--- src/rtl/recip_pkg.sv ---
// =============================================================================
// Module : recip_pkg
// Brief  : Shared widths and request/response records for the reciprocal seed fetch.
//          Optional feature macro: DIVZERO_FLAG_EN (adds the dz field).
// Rev    : 1.0  initial release
// =============================================================================
`default_nettype none

package recip_pkg;

  localparam int XLEN    = 32;
  localparam int IDX_W   = 9;
  localparam int SEED_W  = 19;
  localparam int TAG_W   = 5;
  localparam int SHAMT_W = $clog2(XLEN) + 1;

  typedef struct packed {
    logic [XLEN-1:0]  div;
    logic [TAG_W-1:0] tag;
  } seed_req_t;

  typedef struct packed {
    logic [SEED_W-1:0]  seed;
    logic [XLEN-1:0]    norm;
    logic [SHAMT_W-1:0] shamt;
    logic [TAG_W-1:0]   tag;
`ifdef DIVZERO_FLAG_EN
    logic               dz;
`endif
  } seed_rsp_t;

endpackage

`default_nettype wire

--- src/rtl/recip_seed_fetch_lzc32.sv ---
// =============================================================================
// Module : lzc32
// Brief  : Combinational leading-zero counter, result 0..32 (32 for an all-zero input).
// Rev    : 1.0  initial release
// =============================================================================
`default_nettype none

module lzc32 (
  input  logic [31:0] din,
  output logic [5:0]  count
);

  // Scanning upward lets the most significant set bit have the final say.
  always_comb begin
    count = 6'd32;
    for (int i = 0; i < 32; i++) begin
      if (din[i]) count = 6'(31 - i);
    end
  end

endmodule

`default_nettype wire

--- src/rtl/recip_seed_fetch.sv ---
// =============================================================================
// Module : recip_seed_fetch
// Brief  : Three-stage divisor normalise / seed-table lookup front end with valid/ready.
//          Optional feature macro: DIVZERO_FLAG_EN (out_dz port, forced all-ones seed).
// Rev    : 1.0  initial release
// =============================================================================
`default_nettype none

module recip_seed_fetch
  import recip_pkg::*;
(
  input  logic               clk,
  input  logic               rst,
  input  logic               in_valid,
  output logic               in_ready,
  input  logic [XLEN-1:0]    in_div,
  input  logic [TAG_W-1:0]   in_tag,
  output logic [IDX_W-1:0]   tbl_index,
  input  logic [SEED_W-1:0]  tbl_word,
  output logic               out_valid,
  input  logic               out_ready,
  output logic [SEED_W-1:0]  out_seed,
  output logic [XLEN-1:0]    out_norm,
  output logic [SHAMT_W-1:0] out_shamt,
`ifdef DIVZERO_FLAG_EN
  output logic               out_dz,
`endif
  output logic [TAG_W-1:0]   out_tag
);

  logic               v1, v2, v3;
  logic               adv1, adv2, adv3;
  logic               accept;
  seed_req_t          s1;
  logic [XLEN-1:0]    norm2;
  logic [SHAMT_W-1:0] shamt2;
  logic [TAG_W-1:0]   tag2;
  seed_rsp_t          s3;
  seed_rsp_t          rsp_next;
  logic [SHAMT_W-1:0] lzc;
  logic [XLEN-1:0]    norm1;

  assign adv3     = v3 & out_ready;
  assign adv2     = v2 & (~v3 | adv3);
  assign adv1     = v1 & (~v2 | adv2);
  assign in_ready = ~v1 | adv1;
  assign accept   = in_valid & in_ready;

  lzc32 u_lzc (
    .din   (s1.div),
    .count (lzc)
  );

  // A shift by the full width yields zero, so divisor 0 normalises to 0.
  assign norm1 = s1.div << lzc;

  // The leading one is implicit; the index is the next IDX_W bits below it.
  assign tbl_index = norm2[XLEN-2 -: IDX_W];

  always_comb begin
    rsp_next       = '0;
    rsp_next.norm  = norm2;
    rsp_next.shamt = shamt2;
    rsp_next.tag   = tag2;
`ifdef DIVZERO_FLAG_EN
    rsp_next.dz    = (shamt2 == SHAMT_W'(XLEN));
    rsp_next.seed  = rsp_next.dz ? '1 : tbl_word;
`else
    rsp_next.seed  = tbl_word;
`endif
  end

  always_ff @(posedge clk or posedge rst) begin
    if (rst) begin
      v1     <= 1'b0;
      v2     <= 1'b0;
      v3     <= 1'b0;
      s1     <= '0;
      norm2  <= '0;
      shamt2 <= '0;
      tag2   <= '0;
      s3     <= '0;
    end else begin
      v1 <= accept | (v1 & ~adv1);
      v2 <= adv1   | (v2 & ~adv2);
      v3 <= adv2   | (v3 & ~adv3);
      if (accept) begin
        s1.div <= in_div;
        s1.tag <= in_tag;
      end
      if (adv1) begin
        norm2  <= norm1;
        shamt2 <= lzc;
        tag2   <= s1.tag;
      end
      // tbl_word is only sampled when stage 2 holds a real entry.
      if (adv2) begin
        s3 <= rsp_next;
      end
    end
  end

  assign out_valid = v3;
  assign out_seed  = s3.seed;
  assign out_norm  = s3.norm;
  assign out_shamt = s3.shamt;
  assign out_tag   = s3.tag;
`ifdef DIVZERO_FLAG_EN
  assign out_dz    = s3.dz;
`endif

endmodule

`default_nettype wire

--- config.mk ---
export PLATFORM = sky130hd
export DESIGN_NAME = recip_seed_fetch
export DESIGN_NICKNAME = d
export VERILOG_FILES = /design/src/rtl/recip_pkg.sv /design/src/rtl/recip_seed_fetch_lzc32.sv /design/src/rtl/recip_seed_fetch.sv
export SDC_FILE = /design/constraint.sdc
export NUM_CORES = 1
export LEC_CHECK = 0
export CAP_MARGIN = 20
export CORE_MARGIN = 5
export CORE_UTILIZATION = 53
export CTS_CLUSTER_DIAMETER = 80
export DETAILED_ROUTE_END_ITERATION = 12
export PLACE_DENSITY_LB_ADDON = 0.05
export RECOVER_POWER = 50
export SYNTH_ARGS = -nofsm -noshare
export SYNTH_HDL_FRONTEND = slang
export SYNTH_SLANG_ARGS = --single-unit
export TNS_END_PERCENT = 30
--- constraint.sdc ---
create_clock -name clk -period 6.39 [get_ports clk]
set_clock_uncertainty 0.15 [all_clocks]
set_input_delay 1.278 -clock clk [delete_from_list [all_inputs] [get_ports clk]]
set_output_delay 1.278 -clock clk [all_outputs]
set_load 0.01 [all_outputs]
# ---- Yosys cells after proc, flatten, opt, wreduce, memory -nomap -nowiden
# Index checks and enable logic that the tools add are counted.
dict set report totals {
  register_bits 145
  inputBits 60
  output_inout_bits 73
  wordCells 64
}
dict set report op_classes {
  shifts 1
  muxes 32
  bitwise 19
}
# operator n
set ops {}
lappend ops {{6-bit 2-to-1 mux} 32}
lappend ops {{32-bit by 6-bit << shifter with 32-bit output} 1}
lappend ops {{1-bit AND} 7}
lappend ops {{1-bit NOT} 6}
lappend ops {{1-bit OR} 6}

# ---- Depth between registers and ports, before layout
dict set report logic_depth {
  ltp_word 33
  mapped_depth 13
  ltp_nobuf 9
}

# ---- Hierarchy
# A second synthesis with hierarchy kept.
dict set report unflattened {
  cells_unflattened 635
  area_unflattened_um2 7607.3
}
# mod instances cells_per_inst area_per_inst_um2 seq_area_each_um2
set by_module_without_submodules {}
lappend by_module_without_submodules {recip_seed_fetch 1 570 7239.4 3628.5}
lappend by_module_without_submodules {lzc32 1 65 367.9 0.0}

# ---- Least setup slack after synthesis
# Ideal clock, no wire load.
dict set report synth_timing {
  path_kind {input to output}
  from {input out_ready}
  to {output in_ready}
  arrival_ns 1.564
  required_ns 4.962
  slack_ns 3.398
  stages 2
  path_buffers 0
  path_cell_list {nor2b_1 -> nand3_1}
}
dict set report synth_between {
  elab_chain_len 6
}
# element line
set synth_rtl {}
lappend synth_rtl {{start: declaration} recip_seed_fetch.sv:21} ;# input logic out_ready,
lappend synth_rtl {{1-bit AND} recip_seed_fetch.sv:43} ;# assign adv3 = v3 & out_ready;
lappend synth_rtl {{1-bit OR} recip_seed_fetch.sv:44} ;# assign adv2 = v2 & (~v3 | adv3);
lappend synth_rtl {{1-bit AND} recip_seed_fetch.sv:44}
lappend synth_rtl {{1-bit OR} recip_seed_fetch.sv:45} ;# assign adv1 = v1 & (~v2 | adv2);
lappend synth_rtl {{1-bit AND} recip_seed_fetch.sv:45}
lappend synth_rtl {{1-bit OR} recip_seed_fetch.sv:46} ;# assign in_ready = ~v1 | adv1;
lappend synth_rtl {{end: declaration} recip_seed_fetch.sv:15} ;# output logic in_ready,
# Every way passes these cells.

# ---- Worst setup path in the final report
# Same ends and word-level chain as after synthesis.

==> summary.txt <==
Synth
  • Largest area contributor in the netlist: sky130_fd_sc_hd__dfrtp_1
  • Main flop type after synthesis: sky130_fd_sc_hd__dfrtp_1
  • Count of different cell masters after synthesis: 68
  • Cell area after technology mapping: around 8000 sq um
  • Synth top area share: 46.1%
  • Post-Syn Nets: 794
  • Most common cell in the synthesized netlist: sky130_fd_sc_hd__dfrtp_1
  • Simple logic cell fraction of the synthesized area: roughly an eighth
  • Async set-or-reset flop fraction in the synthesized netlist: 100%
  • Multiplexer share of the synthesized area: between 20% and 30%
  • Most used standard cells in the synthesized netlist: sky130_fd_sc_hd__dfrtp_1, sky130_fd_sc_hd__mux2_2, sky130_fd_sc_hd__nand2_1
  • Fraction of the mapped netlist area in adder cells: 0%
  • Fraction of the mapped netlist area in compound gates: between 10% and 20%
  • XOR/XNOR Fraction of Synth Area: 0%
  • Number of flip-flops and latches in the synthesized netlist: between 100 and 150
  • Number of enable-type register cells in the synthesized netlist: 0
  • Mean post-synth cell area: approximately 11 sq um
  • Main combinational cell family by area after synthesis: multiplexers
  • Synth Warn #: 0
  • Synth area leaders: sky130_fd_sc_hd__dfrtp_1, sky130_fd_sc_hd__mux2_2, sky130_fd_sc_hd__mux2i_1
  • Syn Inst Count: approximately 730
  • Part of the Yosys area used for sequential elements: 46.1%

Global route
  • Pin count of the biggest net entering global routing: about 110
  • Initial antenna violation count: 0
  • Via count of the first global-routing pass: around 6200
  • First-pass GRT wire length: around 33000 um
  • GRT Overall Usage: 22.8%
  • Grt ovf: 0

Floorplanning
  • Effective utilization at floorplan: roughly 54%
  • I/O pin total: ~130
  • Area of the placeable core: 14500 sq um
  • Die height: between 100 and 150 um
  • Standard-cell row count: 44
  • Width of the die: between 100 and 150 um
  • Full die area: 17400 sq um

Pwr
  • Combinational share of power: between 30% and 40%
  • Internal power consumption: about 2.4 mW
  • Clk network pwr share: between 20 and 30%
  • Ratio of total power to cell area: 369 nW/um^2
  • Static leakage: 4.19 nW
  • Worst vdd rail ir drop: 0.000186 V
  • Share of power burned in registers: 38.8%
  • Switching fraction of total power: between 30 and 40%
  • Net switching power of the design: ~1.2 mW

STA
  • Final slew viol count: 38
  • Minimum period implied by the final worst setup slack: around 4000 ps
  • Final critical-path setup slack: approximately 2300 ps
  • Transition at the pin with the smallest max-transition slack: 1930 ps
  • Worst hold slack: about 320 ps
  • Worst slew margin relative to its limit: -28.5%
  • Final hold viol count: 0
  • Total setup violations reported at the end of the flow: 0
  • Final Cycle Share: between 60 and 70%
  • Total negative slack for setup checks: 0 ps
  • Timing-limited maximum frequency: approximately 250 MHz
  • RSZ-0062 raised after global routing: no

Cells and area
  • Final design instance area without fill: roughly 9700 sq um
  • Layout overhead on the synthesized area: 23.7%
  • Fill cells: 1145
  • Ratio of cells with drive above 1 in the final layout: between 20% and 30%
  • Post-layout utilization of the core: 66.9%
  • Final net count: 884
  • Number of antenna diodes: 0

Placement
  • Total half-perimeter wirelength after legalization and detailed placement: 13900 um
  • Post-placement setup slack: between 2000 and 2500 ps
  • Instance area at placement: 9100 sq um
  • Port bufs: roughly 130
  • GPL Wtd Cong: approximately 0.91

Setup path
  • Critical-path cell list: dlygate4sd3_1 -> nor2b_1 -> nand3_1 -> clkdlybuf4s50_1
  • Critical path's slowest cell: sky130_fd_sc_hd__dlygate4sd3_1
  • Critical path launch point type: primary input
  • Delay of the slowest cell on the worst path: 550 ps
  • Data arrival time of the worst path: approximately 2600 ps
  • Worst Setup Path Type: in -> out
  • Required time of the worst setup path: about 5000 ps
  • Type of destination of the critical path: output pin
  • Largest fanout of any net on the critical path: 3

Clock network
  • Buffers inserted by post-CTS timing repair: 0
  • Clock tree from TritonCTS: done
  • TritonCTS Buffers: 17
  • Clk Latency, worst-skew pair: approximately 430 ps
  • Worst-path clk slew: 60 ps
  • Number of levels the H-tree was split into: 4
  • CTS Hold Buffers Added: 0
  • CTS Root Cell: sky130_fd_sc_hd__clkbuf_16
  • Clock tree buffer depth: 2
  • Clock net sink count: approximately 150
  • Post-CTS resize count: 0

Outcome
  • Outcome: finished, violations left
  • Violated checks: capacitance limit, slew limit

Routing
  • Number of iterations in the first detailed-routing pass: 5
  • Post-route DRC violation count: 0
  • Vias per cell: approximately 6.1
  • Total number of vias: 6226
  • Detail-routed net length per standard cell: just under 20 um
  • Initial DRC Count: 479
  • Post-detailed-routing wire length: 19700 um
  • Antenna-violating nets left: 0

Min path
  • Min-delay worst type: reg -> reg

Job
  • Number of maximum-capacitance constraint violations: 1
[stage by stage]
| step | instances | power (mW) |
|---|---|---|
| 2_1_floorplan | 734 | 2.11 |
| 3_3_place_gp | 988 | 2.60 |
| 3_5_place_dp | 988 | 2.64 |
| 4_1_cts | 1020 | 3.66 |
| 5_1_grt | 1021 | 3.79 |
| 6_report | 1021 | 3.59 |
[power by group through the flow]
stage	Sequential, mW	Clock [mW]	Combinational (mW)
3_5_place_dp	1.41	0	1.23
5_1_grt	1.43	1.08	1.28
4_1_cts	1.40	1.03	1.23
2_1_floorplan	1.39	0	0.724
6_report	1.39	1.02	1.18
3_3_place_gp	1.40	0	1.21
[metal layers]
layer	GRT usage [%]	vias to the layer above	routed length, um
li1	-	2883	-
met1	32.2	3072	8900
met2	35.2	246	9220
met3	5.08	25	1290
met4	7.20	0	286
met5	0	-	0
[area by class of cell]
type,instances,area (sq um),share of cell area (%)
Multi-Input combinational cell,509,3810,39.2
Sequential cell,145,3630,37.3
Timing Repair Buffer,142,1410,14.5
Clock buffer,19,453,4.66
Tap cell,184,230,2.37
Clock inverter,13,150,1.54
Inverter,9,38.8,0.399
[logic make-up after synthesis]
kind of cell / count (synthesis)
simple gates: 195
flops: 145
compound gates: 168
mux: 146
buf+inv: 80
[layout by cell type, fill, tap and decap left out, drive strengths merged, types with 3 or more instances in the layout]
| master | n |
|---|---|
| dfrtp | 145 |
| mux2 | 107 |
| nand2 | 82 |
| dlygate4sd3 | 67 |
| clkdlybuf4s50 | 65 |
| mux2i | 39 |
| nor2 | 35 |
| o21ai | 31 |
| a21oi | 26 |
| clkbuf | 20 |
| o211ai | 19 |
| a22oi | 18 |
| nand4 | 14 |
| inv | 14 |
| and3 | 13 |
| nand3 | 9 |
| a22o | 9 |
| nor3 | 9 |
| buf | 9 |
| nor4 | 9 |
| nand2b | 8 |
| o31ai | 6 |
| a221oi | 6 |
| and2 | 5 |
| o21a | 5 |
| o22ai | 5 |
| a211oi | 5 |
| a221o | 4 |
| a31oi | 4 |
| or4 | 4 |
| o311ai | 4 |
| nor2b | 3 |
| o2111ai | 3 |
| a32oi | 3 |
| a32o | 3 |
| clkinvlp | 3 |
| a21o | 3 |
| clkinv | 3 |
[flip-flops by register name, summed over array words and instances (netlist names)]
register and flops:
tag2 5, shamt2 6, out_norm 32, out_shamt 6, out_seed 19, norm2 32, v2 1, out_valid 1
v1 1, s1 37, out_tag 5
[worst max-delay path: cells and delay by family]
kind                   cells  cell delay [ps]
buffers and inverters      2             1050
and+or+nand+nor            2              290
[final timing paths]
kind / start / end / slack, ps / cells after the start
hold / removal: s1[0]$_DFFE_PP0P_ / tag2[0]$_DFFE_PP0P_ / 320 / 2
max in group asynchronous: rst / s1[9]$_DFFE_PP0P_ / 3640 / 3
setup / recovery: out_ready / in_ready / 2340 / 4
hold reg to reg: s1[0]$_DFFE_PP0P_ / tag2[0]$_DFFE_PP0P_ / 320 / 2
setup reg to reg: s1[8]$_DFFE_PP0P_ / norm2[23]$_DFFE_PP0P_ / 2680 / 8
min in group asynchronous: rst / out_seed[5]$_DFFE_PP0P_ / 1350 / 2
No activity file was read; power rests on OpenSTA's default activity.
==> variant 1, RTL diff (same flow settings) <==
Change the package constant `TAG_W` from 5 to 10.
--- a/src/rtl/recip_pkg.sv
+++ b/src/rtl/recip_pkg.sv
@@ -11,7 +11,7 @@
   localparam int XLEN    = 32;
   localparam int IDX_W   = 9;
   localparam int SEED_W  = 19;
-  localparam int TAG_W   = 5;
+  localparam int TAG_W   = 10;
   localparam int SHAMT_W = $clog2(XLEN) + 1;
 
   typedef struct packed {
Interface: changed (resized in_tag and out_tag); port bits go from 133 to 143. The function was not compared with the original's and may differ.
==> variant 1 against the original RTL <==
  * The run still ends with capacitance limit, slew limit left
  * Sequential cell count up 15
  * Cell area up 6.1%
  * Setup slack worse by 0.33 ns
  * Utilization up 0.71 points
  * Die area up 4.8%
  * Count of clock-buffer cells in the layout down 2
  * Power up 7.1%
  * Wire length up 14%
  * Critical path depth down 1
  * Synthesized area up 5.2%
  * Combinational power up 10%
  * Maximum frequency down 7.5%
==> variant 1: results (changes against the original RTL) <==
.. list-table::
   :header-rows: 1

   * - Metric
     - Value
   * - Slew at the pin closest to its max-slew limit
     - 1.97 ns (+0.0387 ns)
   * - MaxCap Viol Count
     - 2 (+1)
   * - Share of the yosys chip area belonging to registers
     - 0.484 (+0.0226)
   * - Violated checks
     - capacitance limit, slew limit
   * - M3 GR Usage
     - 0.0503 (-0.000465)
   * - Largest driver fanout on the critical path
     - 71 (+68)
   * - Max-slew violation count
     - 120 (+220%)
   * - Net count of the mapped netlist
     - 848 (+6.8%)
   * - Overall fraction of global-route tracks in use
     - 0.250 (+0.0226)
   * - Met1 Use GR
     - 0.334 (+0.0117)
   * - Post-Route WL
     - 22500 um (+14%)
   * - Fillers
     - 1194 (+4.3%)
   * - Gate Count Post-Synth
     - 783 (+6.7%)
   * - Via count of the first global-routing pass
     - 6543 (+6.3%)
   * - Cell types occupying the most area after synthesis
     - dfrtp_1 (48%), mux2_2 (16%), nand2_1 (4.9%)
   * - Critical path's largest stage delay
     - 1.42 ns (+0.87 ns)
   * - Placed Cells incl. Taps
     - 1077 (+9.0%)
   * - DR iter-0 viols
     - 508 (+6.1%)
   * - CP max-delay cell
     - clkbuf_2
   * - First-pass GRT wire length
     - 36000 um (+10%)
   * - Maximum resistive drop on vdd
     - 214 uV (+15%)
   * - First-pass iteration count of the detailed router
     - 6 (+1)
   * - Via-per-instance ratio
     - 6.02 (-1.3%)
   * - Commonest cells post-synth
     - dfrtp_1 (160), mux2_2 (114), nand2_1 (109), clkbuf_1 (35), nor2_1 (35)
   * - Vias after detailed routing
     - 6690 (+7.5%)
   * - Result of the run
     - finished with violations
   * - Number of unique standard cell types used by synthesis
     - 63 (-7.4%)
==> variant 1: worst paths after layout <==
| kind | startpoint | cells past startpoint | endpoint | slack, ns |
|---|---|---|---|---|
| max | rst | 3 | s1[32]$_DFFE_PP0P_ | 2.02 |
| min | s1[7]$_DFFE_PP0P_ | 2 | tag2[7]$_DFFE_PP0P_ | 0.31 |
| max reg2reg | s1[14]$_DFFE_PP0P_ | 9 | norm2[29]$_DFFE_PP0P_ | 2.56 |
| min reg2reg | s1[7]$_DFFE_PP0P_ | 2 | tag2[7]$_DFFE_PP0P_ | 0.31 |
| max in group clk | out_ready | 4 | in_ready | 2.35 |
| min in group asynchronous | rst | 2 | out_seed[4]$_DFFE_PP0P_ | 1.65 |
==> variant 1: per-stage QoR <==
step | util | cell area, um2 | setup slack [ns] | total power [mW]
after floorplan | - | 8270 | 0.642 | 2.25
after global placement | 0.636 | 9700 | 2.49 | 2.81
after detailed placement | 0.637 | 9720 | 2.47 | 2.86
after CTS | 0.676 | 10300 | 2.46 | 3.88
after global routing | 0.676 | 10300 | 1.29 | 4.05
final | 0.676 | 10300 | 2.02 | 3.85
==> variant 1: kinds of logic after synthesis <==
logic type / synth area share
muxes: 0.194
AOI/OAI and AO/OA: 0.149
buffers and inverters: 0.0437
DFF: 0.484
and+or+nand+nor: 0.130
==> variant 1: tightest hold or removal path, cell delays in order (launching register included) <==
cell and delay [ns]:
dfrtp_1 0.34, nand2_1 0.05, nand2_1 0.04
==> variant 1: area by class of cell <==
class | instances | share of cell area
flip-flops and latches | 160 | 0.388
multi-input cells | 545 | 0.379
repair buffers | 153 | 0.146
clock buffers | 17 | 0.0412
well taps | 211 | 0.0256
clock inverters | 15 | 0.0162
inverters | 10 | 0.00376
==> variant 1: where the power goes <==
part	switching (mW)	leakage [nW]	total [mW]	internal, mW
logic	0.623	2.28	1.30	0.681
registers	0.225	1.93	1.52	1.30
clock network	0.464	0.291	1.02	0.558
total	1.31	4.51	3.85	2.54
==> variant 1: layer usage <==
metal	wire, um	part of all wire
met1	9470	0.42
met2	10800	0.48
met3	1650	0.073
met4	613	0.027
met5	13	0.00058
==> variant 2, RTL diff (config.mk and constraints unchanged) <==
Made on the original files. Add an input register stage for `in_div`, cleared by the reset; this delays it by one clock. The other inputs are not delayed to match.
--- a/src/rtl/recip_seed_fetch.sv
+++ b/src/rtl/recip_seed_fetch.sv
@@ -27,6 +27,16 @@
 `endif
   output logic [TAG_W-1:0]   out_tag
 );
+
+  logic [XLEN-1:0] in_div_q;
+
+  always_ff @(posedge clk or posedge rst) begin
+    if (rst) begin
+      in_div_q <= '0;
+    end else begin
+      in_div_q <= in_div;
+    end
+  end
 
   logic               v1, v2, v3;
   logic               adv1, adv2, adv3;
@@ -85,7 +95,7 @@
       v2 <= adv1   | (v2 & ~adv2);
       v3 <= adv2   | (v3 & ~adv3);
       if (accept) begin
-        s1.div <= in_div;
+        s1.div <= in_div_q;
         s1.tag <= in_tag;
       end
       if (adv1) begin
Behaviour: not the same (Yosys sat finds a counterexample within 4 cycles, from zero or initial values and one cycle with rst high).
==> variant 2 against the original RTL <==
  * The flow still finishes with violations (capacitance limit, slew limit)
  * Setup slack got worse by 0.11 ns
  * Power rose by 7.4%
  * Wire length rose by 14%
  * Cell area rose by 8.6%
  * Non-clock buffer count rose by 1
  * Synthesized area rose by 10%
  * Global-route usage rose by 1.5 points
  * Sequential cell count rose by 32
  * Critical endpoint is now s1[5]$_DFFE_PP0P_
==> variant 2: results (changes against the original RTL) <==
.. list-table::
   :header-rows: 1

   * - Metric
     - Value
   * - M3 GR Usage
     - 0.0541 (+0.00330)
   * - First-pass GRT wire length
     - 35400 um (+8.3%)
   * - Met1 Use GR
     - 0.328 (+0.00615)
   * - Placed Cells incl. Taps
     - 1064 (+7.7%)
   * - MaxCap Viol Count
     - 2 (+1)
   * - Depth of the most critical reg-to-reg path
     - 9 (+1)
   * - Commonest cells post-synth
     - dfrtp_1 (177), mux2_2 (105), nand2_1 (82), mux2i_1 (49), clkbuf_1 (44)
   * - Worst-case hold slack
     - 0.313 ns (-0.00291 ns)
   * - Total met3 wirelength after detailed routing
     - 1530 um (+19%)
   * - DR iter-0 viols
     - 456 (-4.8%)
   * - Vias after detailed routing
     - 6656 (+6.9%)
   * - Wire length the detailed router placed on met1
     - 9470 um (+6.4%)
   * - Number of buffers other than clock buffers in the final layout
     - 143 (+0.70%)
   * - Reg2Reg Setup Slack
     - 2.29 ns (-0.39 ns)
   * - Relative area of non-clock buffer cells in the final design
     - 0.132 (-0.0130)
   * - Count of nets after finishing
     - 927 (+4.9%)
   * - Switching power
     - 1.26 mW (+6.3%)
   * - Die area
     - 19000 um2 (+9.4%)
   * - Leakage component of the power
     - 4.67 nW (+11%)
   * - Data arrival, critical path
     - 4.33 ns (+1.71 ns)
   * - Maximum number of pins on one net before global-route repair
     - 71 (-32%)
   * - Inverter count
     - 11 (+2)
   * - Overall fraction of global-route tracks in use
     - 0.243 (+0.0148)
   * - Share of cell area taken by flip-flops and latches
     - 0.419 (+0.0461)
   * - Violated checks
     - capacitance limit, slew limit
   * - Fraction of standard cell area in multi-input logic
     - 0.363 (-0.0287)
   * - Max-slew violation count
     - 90 (+140%)
   * - Fraction of layout instances using a drive strength above 1
     - 0.186 (-0.0203)
   * - Result of the run
     - finished with violations
   * - Headroom to the max-slew limit
     - -0.515 (-0.231)
   * - Flop+latch power
     - 1.61 mW (+16%)
-- variant 2: cell count changes after synthesis, sizes merged, moves of 9 or more --
cell    before  now
buf         39   29
mux2i       39   49
dfrtp      145  177
a21oi       26   35
and3        13    3
clkbuf      32   45
-- variant 2: worst max path at each step --
stage                                        to                from  slack (ns)  cells after the start
after floorplan           in_div_q[0]$_DFF_PP0_                 rst        0.16                      1
after global placement    norm2[30]$_DFFE_PP0P_  s1[18]$_DFFE_PP0P_        2.43                      9
after detailed placement  norm2[30]$_DFFE_PP0P_  s1[18]$_DFFE_PP0P_        2.45                      9
after CTS                 norm2[25]$_DFFE_PP0P_  s1[33]$_DFFE_PP0P_        2.44                      9
after global routing          s1[5]$_DFFE_PP0P_                 rst        1.46                      3
final                         s1[5]$_DFFE_PP0P_                 rst        2.23                      3
-- variant 2: logic make-up (layout without fill, tap and decap cells) --
kind of cell,Yosys count,in the layout
AOI/OAI and AO/OA,169,169
buffers and inverters,85,186
DFF,177,177
muxes,156,156
and+or+nand+nor,192,192
